**src/rtl/ledblink_pkg.sv**
```systemverilog
// Shared definitions for the LED pattern generator family:
// channel mode encodings and default prescaler terminal counts.
package ledblink_pkg;

    localparam logic [1:0] MODE_OFF   = 2'b00;
    localparam logic [1:0] MODE_ON    = 2'b01;
    localparam logic [1:0] MODE_BLINK = 2'b10;
    localparam logic [1:0] MODE_CHASE = 2'b11;

    localparam int unsigned DEF_DIV0 = 100_000_000;
    localparam int unsigned DEF_DIV1 = 50_000_000;
    localparam int unsigned DEF_DIV2 = 25_000_000;
    localparam int unsigned DEF_DIV3 = 12_500_000;

endpackage

```
**src/rtl/led_prescaler.sv**
```systemverilog
// Shared prescaler: selectable terminal count, wrap strobe and
// registered tick pulse.
module led_prescaler
    import ledblink_pkg::*;
#(
    parameter int unsigned CNT_W = 27,
    parameter int unsigned DIV0  = DEF_DIV0,
    parameter int unsigned DIV1  = DEF_DIV1,
    parameter int unsigned DIV2  = DEF_DIV2,
    parameter int unsigned DIV3  = DEF_DIV3
) (
    input  logic             clk,
    input  logic             reset,
    input  logic             load,
    input  logic [1:0]       switch,
    output logic             tick,
    output logic             wrap,
    output logic [CNT_W-1:0] cnt_q
);

    localparam logic [CNT_W-1:0] TC0 = CNT_W'(DIV0 - 1);
    localparam logic [CNT_W-1:0] TC1 = CNT_W'(DIV1 - 1);
    localparam logic [CNT_W-1:0] TC2 = CNT_W'(DIV2 - 1);
    localparam logic [CNT_W-1:0] TC3 = CNT_W'(DIV3 - 1);

    logic [1:0]       rate_sel_q;
    logic [CNT_W-1:0] cnt_val_q;
    logic [CNT_W-1:0] cnt_d;
    logic [CNT_W-1:0] tc;
    logic             tick_q;
    logic             tick_d;

    always_comb begin
        tc = TC0;
        case (rate_sel_q)
            2'd1:    tc = TC1;
            2'd2:    tc = TC2;
            2'd3:    tc = TC3;
            default: tc = TC0;
        endcase
    end

    // A load on the terminal count suppresses the wrap entirely.
    assign wrap   = ~load & (cnt_val_q == tc);
    assign cnt_d  = wrap ? '0 : cnt_val_q + CNT_W'(1);
    assign tick_d = wrap;

    always_ff @(posedge clk) begin
        if (reset) begin
            rate_sel_q <= 2'b00;
            cnt_val_q  <= '0;
            tick_q     <= 1'b0;
        end else if (load) begin
            rate_sel_q <= switch;
            cnt_val_q  <= '0;
            tick_q     <= 1'b0;
        end else begin
            cnt_val_q  <= cnt_d;
            tick_q     <= tick_d;
        end
    end

    assign tick  = tick_q;
    assign cnt_q = cnt_val_q;

endmodule

```
**src/rtl/led_pattern_gen.sv**
```systemverilog
// Multi-channel LED pattern generator: per-channel off/on/blink/chase
// driven from a shared selectable-rate prescaler.
module led_pattern_gen
    import ledblink_pkg::*;
#(
    parameter int unsigned N_CH  = 4,
    parameter int unsigned CNT_W = 27,
    parameter int unsigned DIV0  = DEF_DIV0,
    parameter int unsigned DIV1  = DEF_DIV1,
    parameter int unsigned DIV2  = DEF_DIV2,
    parameter int unsigned DIV3  = DEF_DIV3
) (
    input  logic              clk,
    input  logic              reset,
    input  logic [1:0]        switch,
    input  logic [2*N_CH-1:0] mode,
    input  logic              load,
    output logic [N_CH-1:0]   led,
    output logic              tick,
    output logic [CNT_W-1:0]  cnt_q
);

    localparam int SW = (N_CH > 1) ? $clog2(N_CH) : 1;
    localparam logic [SW-1:0] STEP_LAST = SW'(N_CH - 1);

    logic              wrap;
    logic [2*N_CH-1:0] mode_r_q;
    logic              phase_q;
    logic              phase_d;
    logic [SW-1:0]     step_q;
    logic [SW-1:0]     step_d;
    logic [N_CH-1:0]   led_q;
    logic [N_CH-1:0]   led_d;

    led_prescaler #(
        .CNT_W (CNT_W),
        .DIV0  (DIV0),
        .DIV1  (DIV1),
        .DIV2  (DIV2),
        .DIV3  (DIV3)
    ) u_prescaler (
        .clk    (clk),
        .reset  (reset),
        .load   (load),
        .switch (switch),
        .tick   (tick),
        .wrap   (wrap),
        .cnt_q  (cnt_q)
    );

    assign phase_d = ~phase_q;
    assign step_d  = (step_q == STEP_LAST) ? '0 : step_q + SW'(1);

    always_comb begin
        led_d = '0;
        for (int i = 0; i < int'(N_CH); i++) begin
            case (mode_r_q[2*i +: 2])
                MODE_ON:    led_d[i] = 1'b1;
                MODE_BLINK: led_d[i] = phase_q;
                MODE_CHASE: led_d[i] = (step_q == SW'(i));
                default:    led_d[i] = 1'b0;
            endcase
        end
    end

    // led is computed from the registered state, so it trails phase/step by one edge.
    always_ff @(posedge clk) begin
        if (reset) begin
            mode_r_q <= '0;
            phase_q  <= 1'b0;
            step_q   <= '0;
            led_q    <= '0;
        end else begin
            led_q <= led_d;
            if (load) begin
                mode_r_q <= mode;
                phase_q  <= 1'b0;
                step_q   <= '0;
            end else if (wrap) begin
                phase_q <= phase_d;
                step_q  <= step_d;
            end
        end
    end

    assign led = led_q;

endmodule

```
**config.mk**
```make
export PLATFORM = sky130hd
export DESIGN_NAME = led_pattern_gen
export DESIGN_NICKNAME = d
export VERILOG_FILES = /design/src/rtl/ledblink_pkg.sv /design/src/rtl/led_prescaler.sv /design/src/rtl/led_pattern_gen.sv
export SDC_FILE = /design/constraint.sdc
export NUM_CORES = 1
export LEC_CHECK = 0
export ABC_CLOCK_PERIOD_IN_PS = 6200
export CORE_UTILIZATION = 40
export CTS_CLUSTER_DIAMETER = 50
export DETAILED_ROUTE_END_ITERATION = 8
export GPL_ROUTABILITY_DRIVEN = 0
export PLACE_DENSITY = 0.63
export REMOVE_ABC_BUFFERS = 1
export SLEW_MARGIN = 20
export SYNTH_ARGS = -nofsm -noshare
export SYNTH_HDL_FRONTEND = slang
export SYNTH_SLANG_ARGS = --single-unit
```
**constraint.sdc**
```tcl
create_clock -name clk -period 6.2 [get_ports clk]
set_clock_uncertainty 0.1 [all_clocks]
set_input_delay 1.24 -clock clk [delete_from_list [all_inputs] [get_ports clk]]
set_output_delay 1.24 -clock clk [all_outputs]
set_load 0.02 [all_outputs]
```
# After elaboration in Yosys (flattened, before gate mapping)
# Cells that the tools add are included.
op_classes:
  n_mux: 6
  n_bitwise: 3
  n_eq_ne: 19
  reduce_logical: 3
  add_sub_neg: 2
ops:
  columns: ["operator", "count"]
  rows:
  - ["$pmux 27 s3", 1]
  - ["$add 27x1->27 const B", 1]
  - ["$eq 27x27->1", 1]
  - ["$eq 2x2->1 const B", 12]
  - ["$eq 2x1->1 const B", 6]
  - ["$pmux 1 s3", 4]
  - ["$reduce_or 3->1", 1]
  - ["$add 2x1->2 const B", 1]
  - ["$logic_not 2->1", 1]
  - ["$mux 2", 1]
  - ["$not 1->1", 2]
  - ["$reduce_or 2->1", 1]
  - ["$and 1x1->1", 1]
totals:
  wordCells: 40
  ff_bits: 45
  input_bits: 13

# Logic depth before layout (Yosys ltp)
# Gate-level depths: netlist of run 1.
logic_depth:
  ltp_word: 5
  mapped_depth: 8
  depth_no_buf: 7

# Hierarchy
# Synthesis of run 1 repeated with hierarchy kept, for this count alone.
hier_totals:
  hier_cells: 243
  hier_area_um2: 2159.6
by_module_without_submodules:
  columns: ["mod", "n_inst", "area_each_um2", "cells_each", "seq_area_each_um2"]
  rows:
  - ["led_prescaler", 1, 1546.5, 181, 600.6]
  - ["led_pattern_gen", 1, 613.1, 62, 300.3]

# Least setup slack after synthesis of run 1
# OpenSTA, ideal clock, no wires.
synth_timing:
  path_kind: "input to register"
  from: "input port load"
  to: "register u_prescaler.cnt_val_q[0] (netlist: u_prescaler.cnt_q[0])"
  path_buffers: 2
  path_stages: 8
  setup_time_ns: 0.127
  t_arrival_ns: 2.690
  slack_ns: 3.283
  cell_sequence: "buf_6 -> nor4b_2 -> nand4_1 -> a2111oi_2 -> nand4_2 -> nand2_2 -> buf_2 -> nor2_1"
synth_via:
  elab_chain_cells: 3
synth_lines:
  columns: ["item", "line_no", "text"]
  rows:
  - ["start, declared", "led_pattern_gen.sv:17", "input logic load,"]
  - ["$not 1->1", "led_prescaler.sv:44", "assign wrap = ~load & (cnt_val_q == tc);"]
  - ["$and 1x1->1", "led_prescaler.sv:44", null]
  - ["$reduce_or 3->1 (no source line) *", null, null]
  - ["end signal, assigned", "led_prescaler.sv:58", "cnt_val_q <= cnt_d;"]
  - ["end, declared", "led_prescaler.sv:27", "logic [CNT_W-1:0] cnt_val_q;"]
# Mark *: on every way between the ends. The rest lies on a longest branch, timed or not.
# A chain may end at the register's enable or synchronous reset.

# Final worst setup path of run 1
layout_timing:
  from: "input port load"
  to: "register u_prescaler.cnt_val_q[15] (netlist: u_prescaler.cnt_q[15])"
# The elaborated chain is that of the path after synthesis.

==> flow_summary.json, run 1 <==
{
  "dp_cells": 338,
  "crit_path_cell_trace": "clkdlybuf4s50_1 > nor4b_2 > nand4_1 > a2111oi_2 > nand4_2 > nand2_2 > nor2_1",
  "intPower_uw": 388.4,
  "crit_path_start_kind": "input port",
  "synth_top_area_share_pct": 43.11,
  "worstPathRequired_ps": 6270,
  "max_freq_mhz": 271.2,
  "grt_use_total_pct": 17.51,
  "nFillCells": 479,
  "die_h_um": 74.28,
  "drt_iter0_drc": 157,
  "ys_warn_count": 0,
  "fp.dieW_um": 74.28,
  "path_max_fanout": 26,
  "syn_area_mm2": 0.002090,
  "slowest_stage": "clkdlybuf4s50_1",
  "hold_class": "flop to flop",
  "totalWireLength_mm": 4.256,
  "grt_pass1_wl_mm": 7.307,
  "swShare_pct": 23.57,
  "synth.distinct_cells": 35,
  "p_comb_share_pct": 6.2,
  "yosysSeqAreaShare_pct": 43.11,
  "netlist_instances": 238,
  "antenna_found_initial": 0,
  "dr_total_vias": 1701,
  "num_io_pins": 45,
  "critical_path_arrival_ps": 3760,
  "diodes": 0,
  "critical_path.endpoint_type": "flop",
  "std_cell_rows": 25,
  "critPathTopFamily": "simple AND/OR/NAND/NOR gates",
  "max_cap_viol_count": 0,
  "seqPwrFrac_pct": 59.0,
  "cts_buffers": 5,
  "rsz0062_at_grt": "false",
  "path_class": "input port to flop",
  "post_cts_buffers": 0,
  "portBuffers": 44,
  "h-tree-depth": 2,
  "layout_min_cycle_time_ps": 3687,
  "stdcell_count": 346,
  "die-area_mm2": 0.005517,
  "synth_seq_cells": 45,
  "drive_gt1_share_pct": 4.659,
  "slowest_delay_ps": 800,
  "p_per_area_mw_per_mm2": 192.7,
  "avgRoutedWirePerCell_um": 12.30,
  "whs_ps": 390.2,
  "ant_nets": 0,
  "cts_buffer_depth": 2,
  "cts-root-buf": "clkbuf_8",
  "drt_first_pass_iters": 4,
  "cts.repair.resized": 0,
  "dr_wl_met2_mm": 1.901,
  "layout.nets": 296,
  "routed.top_layer": "met4",
  "start_util_pct": 42.82,
  "p_clk_share_pct": 34.8,
  "p_sw_uw": 119.8,
  "hold_violations": 0,
  "layout_common_cells": "45 x nor2_1, 45 x dfxtp_1, 44 x clkdlybuf4s50_1, 18 x nand2_1, 18 x xor2_1",
  "synth_area_per_cell_um2": 8.779,
  "core_area_mm2": 0.004880,
  "grt_pass1_vias": 1535,
  "synth_top_cell_by_area": "dfxtp_1",
  "drc": 0,
  "tightest_slew_ps": 763.5,
  "insertion_delay_ps": 300,
  "vdd_drop_max_v": 0.0001516,
  "place_hpwl_mm": 3.031,
  "wl_met1_mm": 2.093,
  "synth_area_leaders": "dfxtp_1 43%, nor2_1 8.1%, xor2_1 7.5%, mux2i_1 5.7%, nand3_1 3.4%",
  "area_growth_pct": 26.23,
  "clk_pin_slew_ps": 90,
  "p_leak_uw": 0.0009667,
  "grt_max_degree": 27,
  "cts.sinks": 45,
  "crit_buf_inv": 1,
  "cts_tree": "yes",
  "finalMaxSlewViolations": 0,
  "overflow": 0,
  "wl_met3_um": 205,
  "setup_tns_ps": 0,
  "status": "complete, no violations",
  "fin_crit_sh_pct": 59.47,
  "setup_viol": 0,
  "viasPerCell": 4.916,
  "slew_headroom_pct": 48.94,
  "hold_buffers": 0
}
-- cells in the mapped netlist, drive strengths merged --
| cell type | count |
|---|---|
| ha | 5 |
| xnor2 | 8 |
| and3 | 7 |
| and2b | 2 |
| a21boi | 1 |
| clkbuf | 6 |
| nor4b | 1 |
| nand4 | 7 |
| nor2 | 45 |
| nor3b | 2 |
| buf | 5 |
| a222oi | 1 |
| o2111ai | 2 |
| a21oi | 6 |
| o21ai | 3 |
| or3 | 2 |
| nor3 | 7 |
| dfxtp | 45 |
| nand2 | 19 |
| and2 | 1 |
| a2111oi | 1 |
| mux2i | 12 |
| and4 | 4 |
| a22o | 1 |
| nand2b | 3 |
| nor2b | 3 |
| nand3 | 14 |
| xor2 | 18 |
| inv | 6 |
| a31oi | 1 |
-- routing by layer --
metal  track usage (%)  vias up
met5                 0        -
li1                  -      885
met3             5.014        7
met1             23.42      768
met2             27.07       41
met4             6.080        0
-- flip-flops by register name (all words and copies together) (netlist names) --
register,cells
u_prescaler.rate_sel_q,2
led,4
mode_r_q,8
u_prescaler.tick,1
u_prescaler.cnt_q,27
phase_q,1
step_q,2
-- worst reg2reg max path: cells and delay by family (launching register included) --
kind            cells  cell delay (ps)
fa+ha+maj           1              230
compound gates      1              320
flops               1              400
simple gates        5             1300
-- stage by stage --
step | util, % | worst slack, ps | total power (µW) | area (µm²)
floorplan | - | 3405 | 320.0 | 2027
global placement | 52.28 | 2205 | 338.4 | 2551
detailed placement | 52.28 | 2130 | 338.4 | 2551
CTS | 54.05 | 2458 | 514.4 | 2638
global route | 54.05 | 2243 | 536.3 | 2638
finish | 54.05 | 2513 | 508.2 | 2638
-- cell families (layout without fill, tap and decap cells) --
| logic type | Yosys count | after routing | synth area share [%] |
|---|---|---|---|
| flops | 45 | 45 | 43.11 |
| mux | 12 | 12 | 5.749 |
| fa+ha+maj | 5 | 5 | 2.994 |
| simple gates | 117 | 117 | 27.90 |
| buf+inv | 17 | 58 | 4.072 |
| compound gates | 16 | 16 | 5.270 |
| xor+xnor | 26 | 26 | 10.90 |
-- layout make-up --
class / count / area [µm²] / area share [%]
clock buffers: 5 / 68.82 / 2.609
repair buffers: 44 / 440.4 / 16.70
flip-flops and latches: 45 / 900.9 / 34.16
inverters: 6 / 22.52 / 0.8539
well taps: 67 / 83.83 / 3.178
clock inverters: 3 / 17.52 / 0.6641
multi-input cells: 176 / 1104 / 41.84
-- final timing paths --
check	end	start	slack, ps	cells after the start
setup reg to reg	u_prescaler.cnt_q[15]	u_prescaler.cnt_q[0]	3720	7
hold / removal	u_prescaler.cnt_q[0]	u_prescaler.cnt_q[0]	390	1
hold reg to reg	u_prescaler.cnt_q[0]	u_prescaler.cnt_q[0]	390	1
setup / recovery	u_prescaler.cnt_q[15]	load	2510	7
-- power groups by stage --
stage | Combinational (µW) | Clock (µW) | Sequential, µW
CTS | 31.8 | 183 | 300
finish | 31.4 | 177 | 300
global route | 34.4 | 201 | 301
global placement | 31.7 | 0 | 307
detailed placement | 31.7 | 0 | 307
floorplan | 12.6 | 0 | 307
Power figures use the tool's default switching activity.
==> run 2: changes to the inputs <==
Settings changed: ABC_CLOCK_PERIOD_IN_PS 6200 to 3300, PLACE_DENSITY 0.63 to 0.66.
Clock period 6.2 ns to 3.3 ns, I/O delays scaled along.
==> flow_summary.json, run 2 (synthesis gave the netlist of run 1 again) <==
{
  "place_hpwl_mm": 3.180,
  "grt_pass1_vias": 1566,
  "busiest_layer": "met2",
  "antenna_found_initial": 0,
  "overflow": 0,
  "fp.dieW_um": 74.28,
  "post_cts_buffers": 0,
  "drive_gt1_share_pct": 5.338,
  "std_cell_rows": 25,
  "met2_usage_pct": 29.39,
  "portBuffers": 44,
  "nFillCells": 485,
  "grt_use_total_pct": 17.40,
  "cts_buffer_depth": 2,
  "fin_crit_sh_pct": 79.66,
  "grt_pass1_wl_mm": 7.224,
  "intPower_uw": 774.2,
  "core_area_mm2": 0.004880,
  "setup_tns_ps": 0,
  "critical_path_arrival_ps": 2700,
  "p_per_area_mw_per_mm2": 373.3,
  "cts_tree": "yes",
  "drt_iter0_drc": 71,
  "p_leak_uw": 0.0009866,
  "crit_path_cell_trace": "clkdlybuf4s50_1 > nor4b_2 > nand4_1 > a2111oi_2 > nand4_2 > nand2_2 > nor2_1",
  "ant_nets": 0,
  "diodes": 0,
  "insertion_delay_ps": 310,
  "vdd_drop_max_v": 0.0002307,
  "drt_first_pass_iters": 4,
  "grt_use_met1_pct": 20.72,
  "largest_reg_flops": 27,
  "seqPwrFrac_pct": 56.6,
  "crit_buf_inv": 1,
  "ff_latch_area_um2": 900.9,
  "whs_ps": 392.7,
  "viasPerCell": 4.928,
  "status": "complete, no violations",
  "totalWireLength_mm": 4.316,
  "slowest_delay_ps": 450,
  "grt_max_degree": 27,
  "critPathTopFamily": "simple AND/OR/NAND/NOR gates",
  "dr_total_vias": 1715,
  "cts.sinks": 45,
  "crit_path_start_kind": "input port",
  "clk_pin_slew_ps": 80,
  "cts-root-buf": "clkbuf_8",
  "layout_min_cycle_time_ps": 2629,
  "multi_input_area_mm2": 0.001104,
  "setup_viol": 0,
  "pre_cts_slack_ps": 293.9,
  "start_util_pct": 42.82,
  "use_met3_pct": 3.930,
  "path_max_fanout": 26,
  "area_growth_pct": 27.66,
  "path_class": "input port to flop",
  "hold_violations": 0,
  "finalMaxSlewViolations": 0,
  "num_io_pins": 45,
  "worstPathRequired_ps": 3370,
  "h-tree-depth": 2,
  "postLayoutCellArea_mm2": 0.002668,
  "p_comb_share_pct": 6.0,
  "swShare_pct": 22.25,
  "rsz0062_at_grt": "false",
  "slew_headroom_pct": 68.32,
  "layout.nets": 298,
  "critical_path.endpoint_type": "flop",
  "cts.repair.resized": 0,
  "avgRoutedWirePerCell_um": 12.40,
  "p_clk_share_pct": 37.4,
  "tightest_slew_ps": 473.6,
  "fin_ws_ps": 671.2,
  "die_h_um": 74.28,
  "hold_class": "flop to flop",
  "layout_common_cells": "45 x nor2_1, 45 x dfxtp_1, 44 x clkdlybuf4s50_1, 18 x nand2_1, 18 x xor2_1",
  "p_sw_uw": 221.5,
  "cts_buffers": 5,
  "post_dp_cell_area_mm2": 0.002566,
  "max_cap_viol_count": 0,
  "drc": 0,
  "hold_buffers": 0,
  "die-area_mm2": 0.005517,
  "max_freq_mhz": 380.4,
  "power_uw": 995.7,
  "slowest_stage": "nand2_2"
}
## run 2: power by group through the flow
| stage | sequential [µW] | clock (µW) | combinational [µW] |
|---|---|---|---|
| after floorplan | 577 | 0 | 23.8 |
| after detailed placement | 576 | 0 | 61.0 |
| after global routing | 565 | 401 | 66.3 |
| final | 563 | 372 | 60.0 |
| after global placement | 576 | 0 | 60.3 |
| after CTS | 564 | 378 | 61.3 |
## run 2: layout make-up
| cell class | instances | share of cell area (%) |
|---|---|---|
| clock buffer | 7 | 3.612 |
| timing repair buffer | 46 | 17.07 |
| sequential | 45 | 33.77 |
| multi-input combinational | 176 | 41.37 |
| inverter | 6 | 0.8443 |
| clock inverter | 1 | 0.1876 |
| tap | 67 | 3.143 |
## run 2: metrics by stage
stage | utilization [%] | std cells
4_1_cts | 54.67 | 348
5_1_grt | 54.67 | 348
2_1_floorplan | - | 227
3_5_place_dp | 52.59 | 340
3_3_place_gp | 52.59 | 340
6_report | 54.67 | 348
## run 2: path summary, 6_finish.rpt
| kind | startpoint | endpoint | slack [ps] | cells after the start |
|---|---|---|---|---|
| max | load | u_prescaler.cnt_q[9] | 670 | 7 |
| min | u_prescaler.cnt_q[0] | u_prescaler.cnt_q[0] | 390 | 1 |
| max reg2reg | u_prescaler.cnt_q[0] | u_prescaler.cnt_q[9] | 810 | 7 |
| min reg2reg | u_prescaler.cnt_q[0] | u_prescaler.cnt_q[0] | 390 | 1 |
## run 2: layer usage
layer	wire length, µm	share of wire (%)	vias to the layer above
li1	-	-	883
met1	2043	47	784
met2	2014	47	39
met3	156	3.6	9
met4	102	2.4	0
met5	0	0	-
